<file path="src/rtl/ex_stage.sv">
// Execute stage of the 5-stage MIPS pipeline: single-cycle ALU, destination/store-data select,
// HI/LO registers and a 32-cycle iterative multiply/divide unit with hazard stall.
module ex_stage (
   input  logic        clock,
   input  logic        reset,
   input  logic        RegWriteE,
   input  logic        MemtoRegE,
   input  logic        MemWriteE,
   input  logic [4:0]  ALUControlE,
   input  logic        ALUSrcE,
   input  logic        RegDstE,
   input  logic [31:0] SrcAE,
   input  logic [31:0] Readdata2E,
   input  logic [31:0] ImmE,
   input  logic [4:0]  RtE,
   input  logic [4:0]  RdE,
   output logic [31:0] ALUOutE,
   output logic [31:0] WriteDataE,
   output logic [4:0]  WriteRegE,
   output logic        RegWriteXE,
   output logic        MemWriteXE,
   output logic        MemtoRegXE,
   output logic        StallE,
   output logic        MdBusy
);

   typedef enum logic {IDLE = 1'b0, BUSY = 1'b1} md_state_t;

   md_state_t   state;
   logic [4:0]  count;
   logic        is_div;
   logic        neg_q;
   logic        neg_r;
   logic        div_zero;
   logic [31:0] dividend;
   logic [31:0] operand;
   logic [63:0] acc;
   logic [31:0] hi;
   logic [31:0] lo;

   logic [31:0] src_b;
   logic [4:0]  sa;
   logic        is_hilo;
   logic        is_md;
   logic        is_signed;
   logic [31:0] mag_a;
   logic [31:0] mag_b;
   logic [32:0] mul_sum;
   logic [63:0] mul_next;
   logic [64:0] div_shift;
   logic [32:0] div_trial;
   logic [63:0] div_next;
   logic [63:0] step_acc;
   logic [63:0] prod;

   assign src_b      = ALUSrcE ? ImmE : Readdata2E;
   assign sa         = ImmE[10:6];
   assign is_hilo    = (ALUControlE >= 5'd15) && (ALUControlE <= 5'd22);
   assign is_md      = (ALUControlE >= 5'd15) && (ALUControlE <= 5'd18);
   assign is_signed  = (ALUControlE == 5'd15) || (ALUControlE == 5'd17);
   assign MdBusy     = (state == BUSY);
   assign StallE     = MdBusy & is_hilo;
   assign WriteDataE = Readdata2E;
   assign WriteRegE  = RegDstE ? RdE : RtE;
   assign RegWriteXE = RegWriteE & ~StallE;
   assign MemWriteXE = MemWriteE & ~StallE;
   assign MemtoRegXE = MemtoRegE & ~StallE;

   // Signed operations iterate on magnitudes; signs are restored when the result is written
   assign mag_a = (is_signed && SrcAE[31]) ? (32'd0 - SrcAE) : SrcAE;
   assign mag_b = (is_signed && src_b[31]) ? (32'd0 - src_b) : src_b;

   // One shift-add step (multiplier in acc[31:0]) and one restoring-divide step (rem:quot in acc)
   assign mul_sum   = {1'b0, acc[63:32]} + {1'b0, (acc[0] ? operand : 32'd0)};
   assign mul_next  = {mul_sum, acc[31:1]};
   assign div_shift = {acc, 1'b0};
   assign div_trial = div_shift[64:32] - {1'b0, operand};
   assign div_next  = div_trial[32] ? div_shift[63:0] : {div_trial[31:0], div_shift[31:1], 1'b1};
   assign step_acc  = is_div ? div_next : mul_next;
   assign prod      = neg_q ? (64'd0 - step_acc) : step_acc;

   // Combinational ALU result
   always_comb begin
      ALUOutE = 32'd0;
      case (ALUControlE)
         5'd0:  ALUOutE = SrcAE + src_b;
         5'd1:  ALUOutE = SrcAE - src_b;
         5'd2:  ALUOutE = SrcAE & src_b;
         5'd3:  ALUOutE = SrcAE | src_b;
         5'd4:  ALUOutE = SrcAE ^ src_b;
         5'd5:  ALUOutE = ~(SrcAE | src_b);
         5'd6:  ALUOutE = {31'd0, ($signed(SrcAE) < $signed(src_b))};
         5'd7:  ALUOutE = {31'd0, (SrcAE < src_b)};
         5'd8:  ALUOutE = src_b << sa;
         5'd9:  ALUOutE = src_b >> sa;
         5'd10: ALUOutE = $signed(src_b) >>> sa;
         5'd11: ALUOutE = src_b << SrcAE[4:0];
         5'd12: ALUOutE = src_b >> SrcAE[4:0];
         5'd13: ALUOutE = $signed(src_b) >>> SrcAE[4:0];
         5'd14: ALUOutE = {src_b[15:0], 16'h0000};
         5'd19: ALUOutE = hi;
         5'd20: ALUOutE = lo;
         default: ALUOutE = 32'd0;
      endcase
   end

   // Mul/div FSM, iteration datapath and HI/LO registers
   always_ff @(posedge clock or posedge reset) begin
      if (reset) begin
         state    <= IDLE;
         count    <= 5'd0;
         is_div   <= 1'b0;
         neg_q    <= 1'b0;
         neg_r    <= 1'b0;
         div_zero <= 1'b0;
         dividend <= 32'd0;
         operand  <= 32'd0;
         acc      <= 64'd0;
         hi       <= 32'd0;
         lo       <= 32'd0;
      end else begin
         case (state)
            IDLE: begin
               if (is_md) begin
                  state    <= BUSY;
                  count    <= 5'd31;
                  is_div   <= (ALUControlE == 5'd17) || (ALUControlE == 5'd18);
                  neg_q    <= is_signed & (SrcAE[31] ^ src_b[31]);
                  neg_r    <= is_signed & SrcAE[31];
                  div_zero <= (src_b == 32'd0);
                  dividend <= SrcAE;
                  operand  <= mag_b;
                  acc      <= {32'd0, mag_a};
               end else if (ALUControlE == 5'd21) begin
                  hi <= SrcAE;
               end else if (ALUControlE == 5'd22) begin
                  lo <= SrcAE;
               end else begin
                  state <= IDLE;
               end
            end
            BUSY: begin
               acc   <= step_acc;
               count <= count - 5'd1;
               if (count == 5'd0) begin
                  state <= IDLE;
                  if (!is_div) begin
                     hi <= prod[63:32];
                     lo <= prod[31:0];
                  end else if (div_zero) begin
                     hi <= dividend;
                     lo <= 32'hFFFF_FFFF;
                  end else begin
                     lo <= neg_q ? (32'd0 - step_acc[31:0]) : step_acc[31:0];
                     hi <= neg_r ? (32'd0 - step_acc[63:32]) : step_acc[63:32];
                  end
               end else begin
                  state <= BUSY;
               end
            end
            default: state <= IDLE;
         endcase
      end
   end

endmodule

</file>
<file path="config.mk">
export PLATFORM = sky130hd
export DESIGN_NAME = ex_stage
export DESIGN_NICKNAME = d
export VERILOG_FILES = /design/src/rtl/ex_stage.sv
export SDC_FILE = /design/constraint.sdc
export NUM_CORES = 2
export LEC_CHECK = 0
export ABC_AREA = 0
export CAP_MARGIN = 20
export CORE_ASPECT_RATIO = 1.75
export CORE_UTILIZATION = 51
export CTS_CLUSTER_DIAMETER = 100
export DETAILED_ROUTE_END_ITERATION = 12
export PLACE_DENSITY = 0.71
export REMOVE_ABC_BUFFERS = 1
export SLEW_MARGIN = 10
export SYNTH_ARGS = -nofsm -noshare
export SYNTH_HDL_FRONTEND = slang
export SYNTH_SLANG_ARGS = --single-unit
</file>
<file path="constraint.sdc">
create_clock -name clock -period 19.65 [get_ports clock]
set_input_delay 3.93 -clock clock [delete_from_list [all_inputs] [get_ports clock]]
set_output_delay 3.93 -clock clock [all_outputs]
set_load 0.05 [all_outputs]
</file>
**After elaboration in Yosys (flattened, before gate mapping)**

Cells that the tools add are included.

- $add $sub $neg: 10
- $lt $le $gt $ge: 5
- Equal/unequal tests: 27
- Shifts and indexed selects: 6
- Muxes and demuxes: 31
- Bitwise gates (word level): 13
- Reductions and logical operators: 12

Operators with widths:

| cell | count |
|---|---|
| two-way mux 32 bit | 17 |
| one-hot mux 32 bit (17 select lines) | 1 |
| two-way mux 64 bit | 4 |
| one-hot mux 32 bit (2 select lines) | 2 |
| one-hot mux 64 bit (2 select lines) | 1 |
| subtractor 1 x 32 -> 32 bit (first input constant) | 4 |
| < comparator 32 bit | 2 |
| << shifter 32 x 5 -> 32 bit | 2 |
| >> shifter 32 x 5 -> 32 bit | 2 |
| >>> shifter 32 x 5 -> 32 bit | 2 |
| subtractor 1 x 64 -> 64 bit (first input constant) | 1 |
| == test 5 x 4 -> 1 bit (second input constant) | 8 |
| adder 32 x 32 -> 33 bit | 1 |
| subtractor 33 x 32 -> 33 bit | 1 |
| adder 32 bit | 1 |
| AND 32 bit | 1 |
| zero test 32 bit | 1 |
| NOT 32 bit | 1 |
| OR 32 bit | 1 |
| subtractor 32 bit | 1 |
| bitwise XOR 32 bit | 1 |
| == test 5 bit (second input constant) | 6 |
| == test 5 x 3 -> 1 bit (second input constant) | 4 |
| == test 5 x 2 -> 1 bit (second input constant) | 2 |
| 19 further kinds | 37 |

- Register bits after elaboration: 202
- Bits of input ports: 118
- Output and inout bits: 74
- Logic and storage cells: 115

**Depth between registers and ports, before layout**

- Depth after elaboration: 9
- Gate-level depth with buffers: 24
- Mapped depth without buffers: 23

**Worst setup path before layout**

OpenSTA, ideal clock, no wires.

- Path type: input port to output port
- From: input ALUSrcE
- To: output ALUOutE[30]
- Data arrival time: 9,161 ps
- Data required time: 15,720 ps
- Path slack: 6,559 ps
- Stages on the path: 21
- Buffers on the path: 3
- Path through: clkbuf_1 -> clkbuf_1 -> buf_1 -> mux2i_1 -> inv_1 -> ha_1 -> fa_1 -> a21oi_1 -> o21bai_1 -> a21o_1 -> a21oi_1 -> o21ai_0 -> a41oi_1 -> o21ai_0 -> a221o_1 -> a211oi_1 -> o21ai_0 -> a21o_1 -> nor4_1 -> a211o_1 -> a32o_1

- Word-level cells in the longest chain between the ends: 4
- Elaborated cells on any way between the ends: 14
- Classes of those cells: add/sub: 2; shift: 6; mux: 2; bitwise: 4

RTL lines:

| element | RTL line | text |
|---|---|---|
| start: declaration | 10 | `input logic ALUSrcE,` |
| two-way mux 32 bit (*) | 56 | `assign src_b = ALUSrcE ? ImmE : Readdata2E;` |
| branches (longest 2 deep; another with subtractor 32 bit) | - |  |
| one-hot mux 32 bit (17 select lines) (*) | 85 | `case (ALUControlE)` |
| end: declaration | 17 | `output logic [31:0] ALUOutE,` |

Mark *: on every way between the ends.

**Worst setup path in the final report**

Ends and elaborated chain as after synthesis.

==> reports/metrics.yaml <==
routed_wl_um: 138600
synth-simple-area-share_pct: 21.98
p_sw_mw: 2.689
leakage_nw: 12.88
r2r_end: "hi[27]"
viasPerCell: 6.971
r2r.worst_path.cells: 18
die-area_sq_um: 55030
grt_pass1_vias: 31398
fillers: 5215
layout-drive-gt1-share_pct: 6.513
synth.cell_area_sq_um: 27570
synth_edf_count: 0
period_minus_slack_ns: 14.51
cp_max_fo: 34
grt_pass1_wl_um: 201800
highest_layer: "met5"
synth_fa_ha_area_share_pct: 7.824
gp_congestion: 1.079
relSlewSlack_pct: 6.282
synth_top_cell_by_area: "dfrtp_1"
drtPass1Iterations: 13
rows: 112
drc: 0
clock-sinks: 202
synth_area_leaders: "dfrtp_1 (18%), ha_1 (7.5%), a21oi_1 (7.2%)"
critPathSlowestCell: "clkdlybuf4s50_1"
ctsHoldBuffers: 0
drtIter0Drc: 3179
clk_path_buf_depth: 3
regToRegSetupSlack_ns: 12.16
rsz0062_at_grt: "false"
areaGrowthSynthToFinish_pct: 11.45
pwr-share-clk_pct: 8.6
io_pins: 192
portBuffers: 191
arrival_ns: 10.58
holdCritPathClass: "register to register"
synth-xor-area-share_pct: 5.972
hpwlAfterDp_um: 108500
critPathLaunchType: "input port"
synth_top_flop_cell: "dfrtp_1"
crit_path_end_kind: "output pin"
cts_setup_buffers: 0
clkTransAtPathRegs_ns: 0.08
cp_common_cell: "o21ai_0"
cts_tree: "built"
wl_met3_um: 11370
max_stage_delay_ns: 0.80
antenna_found_initial: 13
holdWs_ns: 0.4794
post_drt_wl_per_cell_um: 29.58
postSynthCellCount: 3964
die_w_um: 177.8
htreeDepth: 1
hold_depth: 2
path_buf_inv: 4
min_from: "dividend[30]"
p_int_mw: 2.099
seq_power_share_pct: 17.5
synthMuxAreaShare_pct: 6.735
gr-usage-all-layers_pct: 49.92
yosysWarnings: 0
die_h_um: 309.6
skew_ns: 0.02097
clock_latency_ns: 0.53
avgSynthCellArea_sq_um: 6.955
start_util_pct: 51.64
tritoncts.num_buffers: 18
drv_cap: 0
routedLengthMet1_um: 44300
max_freq_mhz: 68.92
status: "complete, no violations"
async_reset_ff_share_pct: 100.0
via_count: 32659
route.met2.wl_um: 65720
synthDominantCellAreaShare_pct: 18.33
required_ns: 15.72
max_slew.worst_pin.slew_ns: 1.391
seq_area_frac_synth_pct: 18.33
grt_max_degree: 107
grt.overflow.total: 0
timing.critical_path.max_delay_family: "compound AO/OA/AOI/OAI gates"
p_comb_share_pct: 73.9
cts.repair.resized: 0
power.density_nw_per_um2: 155.8
crit_chain: "buf_2 > buf_4 > mux2i_1 > inv_1 > ha_1 > fa_1 > a21oi_1 > o21bai_1 > a21o_1 > a21oi_1 > o21ai_0 > a41oi_1 > o21ai_0 > a221o_1 > a211oi_1 > o21ai_0 > a21o_1 > nor4_1 > a211o_1 > a32o_1 > clkdlybuf4s50_1"
drv_slew: 0
synth_top_family_by_area: "compound AO/OA/AOI/OAI gates"
vdd_drop_max_uv: 96.92
yosysUniqueCellTypes: 94
setup_viol: 0
setup_tns_ns: 0
finalNetCount: 4268
sw_frac_of_total_pct: 56.16
min_period_over_period_pct: 73.85
hold_path_end: "dividend[30]"
final_antenna_net_count: 0
hold_viol: 0
timing.rr.start: "acc[31]"
synth_seq_cells: 202
critical_path_class: "input port to output pin"
core_area_sq_um: 53390
root_buffer: "clkbuf_16"
synth_compound_area_share_pct: 32.31
## power by group through the flow
stage                     combinational, mW  sequential, mW  clock [mW]
after floorplan                        2.35           0.814           0
after global placement                 3.34           0.827           0
after detailed placement               3.37           0.829           0
after CTS                              3.40           0.825       0.408
after global routing                   3.82           0.855       0.425
final                                  3.54           0.837       0.412
## layout by cell type, fill, tap and decap left out, types with 21 or more instances in the layout
cell type,count
a221oi_1,34
a22oi_1,35
o211ai_1,64
a221o_1,22
ha_1,166
a21oi_1,394
mux2i_1,133
o21bai_1,33
dfrtp_1,199
inv_1,140
nand3_1,89
buf_4,112
nor2_1,395
mux2_2,36
a21o_1,49
o221ai_1,21
xor2_1,50
or3_1,29
a211oi_1,51
and2_1,49
a31oi_1,32
o22ai_1,75
o31ai_1,39
clkdlybuf4s50_1,190
o21ai_0,393
nand2_1,495
xnor2_1,138
nor3_1,104
and3_1,23
nand2b_1,30
## routing by layer
| metal | GRT usage, % | vias up |
|---|---|---|
| met4 | 52.63 | 6 |
| met3 | 12.45 | 790 |
| met1 | 47.91 | 15392 |
| li1 | - | 14436 |
| met5 | 0 | - |
| met2 | 83.84 | 2035 |
## tightest hold or removal path, stage by stage, from the launching register on
cell and delay [ns]:
dfrtp_1 0.34, nand2_1 0.04, o21ai_0 0.06
## state kept, by name, summed over array words and instances, names as in the netlist, 5 cells and up
register and flops:
operand 32, count 5, dividend 32, acc 64
lo 32, hi 32
## worst max path at each step
stage,slack (ns),start,to,cells after the start
after floorplan,6.00,ALUControlE[4],ALUOutE[24],12
after global placement,5.36,ALUSrcE,ALUOutE[30],22
after detailed placement,5.29,ALUSrcE,ALUOutE[30],22
after CTS,5.28,ALUSrcE,ALUOutE[30],22
after global routing,4.86,ALUSrcE,ALUOutE[30],21
final,5.14,ALUSrcE,ALUOutE[30],21
## cell type report
class                      instances  area, sq um  share of cell area (%)
multi-input combinational       3302        20790                   67.65
antenna                            9        22.52                 0.07330
sequential                       202         5064                   16.48
tap                              684        855.8                   2.785
clock inverter                     9        133.9                  0.4357
clock buffer                      23        510.5                   1.661
inverter                         149        566.8                   1.845
timing repair buffer             307         2785                   9.065
## cell usage after synthesis, types with 14 or more instances
| master | instances |
|---|---|
| a221oi_1 | 34 |
| nor2b_1 | 19 |
| or2_2 | 20 |
| clkbuf_1 | 230 |
| a31oi_1 | 32 |
| nor2_1 | 401 |
| nand3_1 | 89 |
| buf_4 | 35 |
| o221ai_1 | 21 |
| nand2_1 | 495 |
| buf_1 | 33 |
| o211ai_1 | 64 |
| o22ai_1 | 76 |
| a21o_1 | 49 |
| ha_1 | 166 |
| inv_1 | 141 |
| o31ai_1 | 40 |
| nand2b_1 | 31 |
| mux2_2 | 36 |
| a222oi_1 | 18 |
| o21ai_0 | 398 |
| or3_1 | 29 |
| o21bai_1 | 33 |
| xor2_1 | 50 |
| dfrtp_1 | 202 |
| nand4_1 | 20 |
| a211oi_1 | 51 |
| a22oi_1 | 35 |
| o21a_1 | 15 |
| xnor2_1 | 138 |
| a2111oi_0 | 14 |
| and3_1 | 23 |
| and2_1 | 49 |
| mux2i_1 | 139 |
| nor3_1 | 107 |
| a21oi_1 | 398 |
| a221o_1 | 22 |
## through the flow
step / worst slack (ns) / power (mW) / instances / area [sq um] / utilization (%)
finish: 5.139 / 4.788 / 4685 / 30730 / 57.55
floorplan: 5.999 / 3.161 / 3653 / 26240 / -
global placement: 5.357 / 4.163 / 4636 / 29990 / 56.16
detailed placement: 5.292 / 4.203 / 4637 / 29990 / 56.17
global route: 4.858 / 5.100 / 4679 / 30710 / 57.52
CTS: 5.278 / 4.635 / 4669 / 30640 / 57.38
## cells by family (layout without fill, tap and decap cells)
family          Yosys count  in the layout
compound gates         1418           1418
simple gates           1348           1348
buf+inv                 460            488
flops                   202            202
xor+xnor                188            188
mux                     178            178
fa+ha+maj               170            170
other cells               0              9
(Power assumes the default switching activity.)
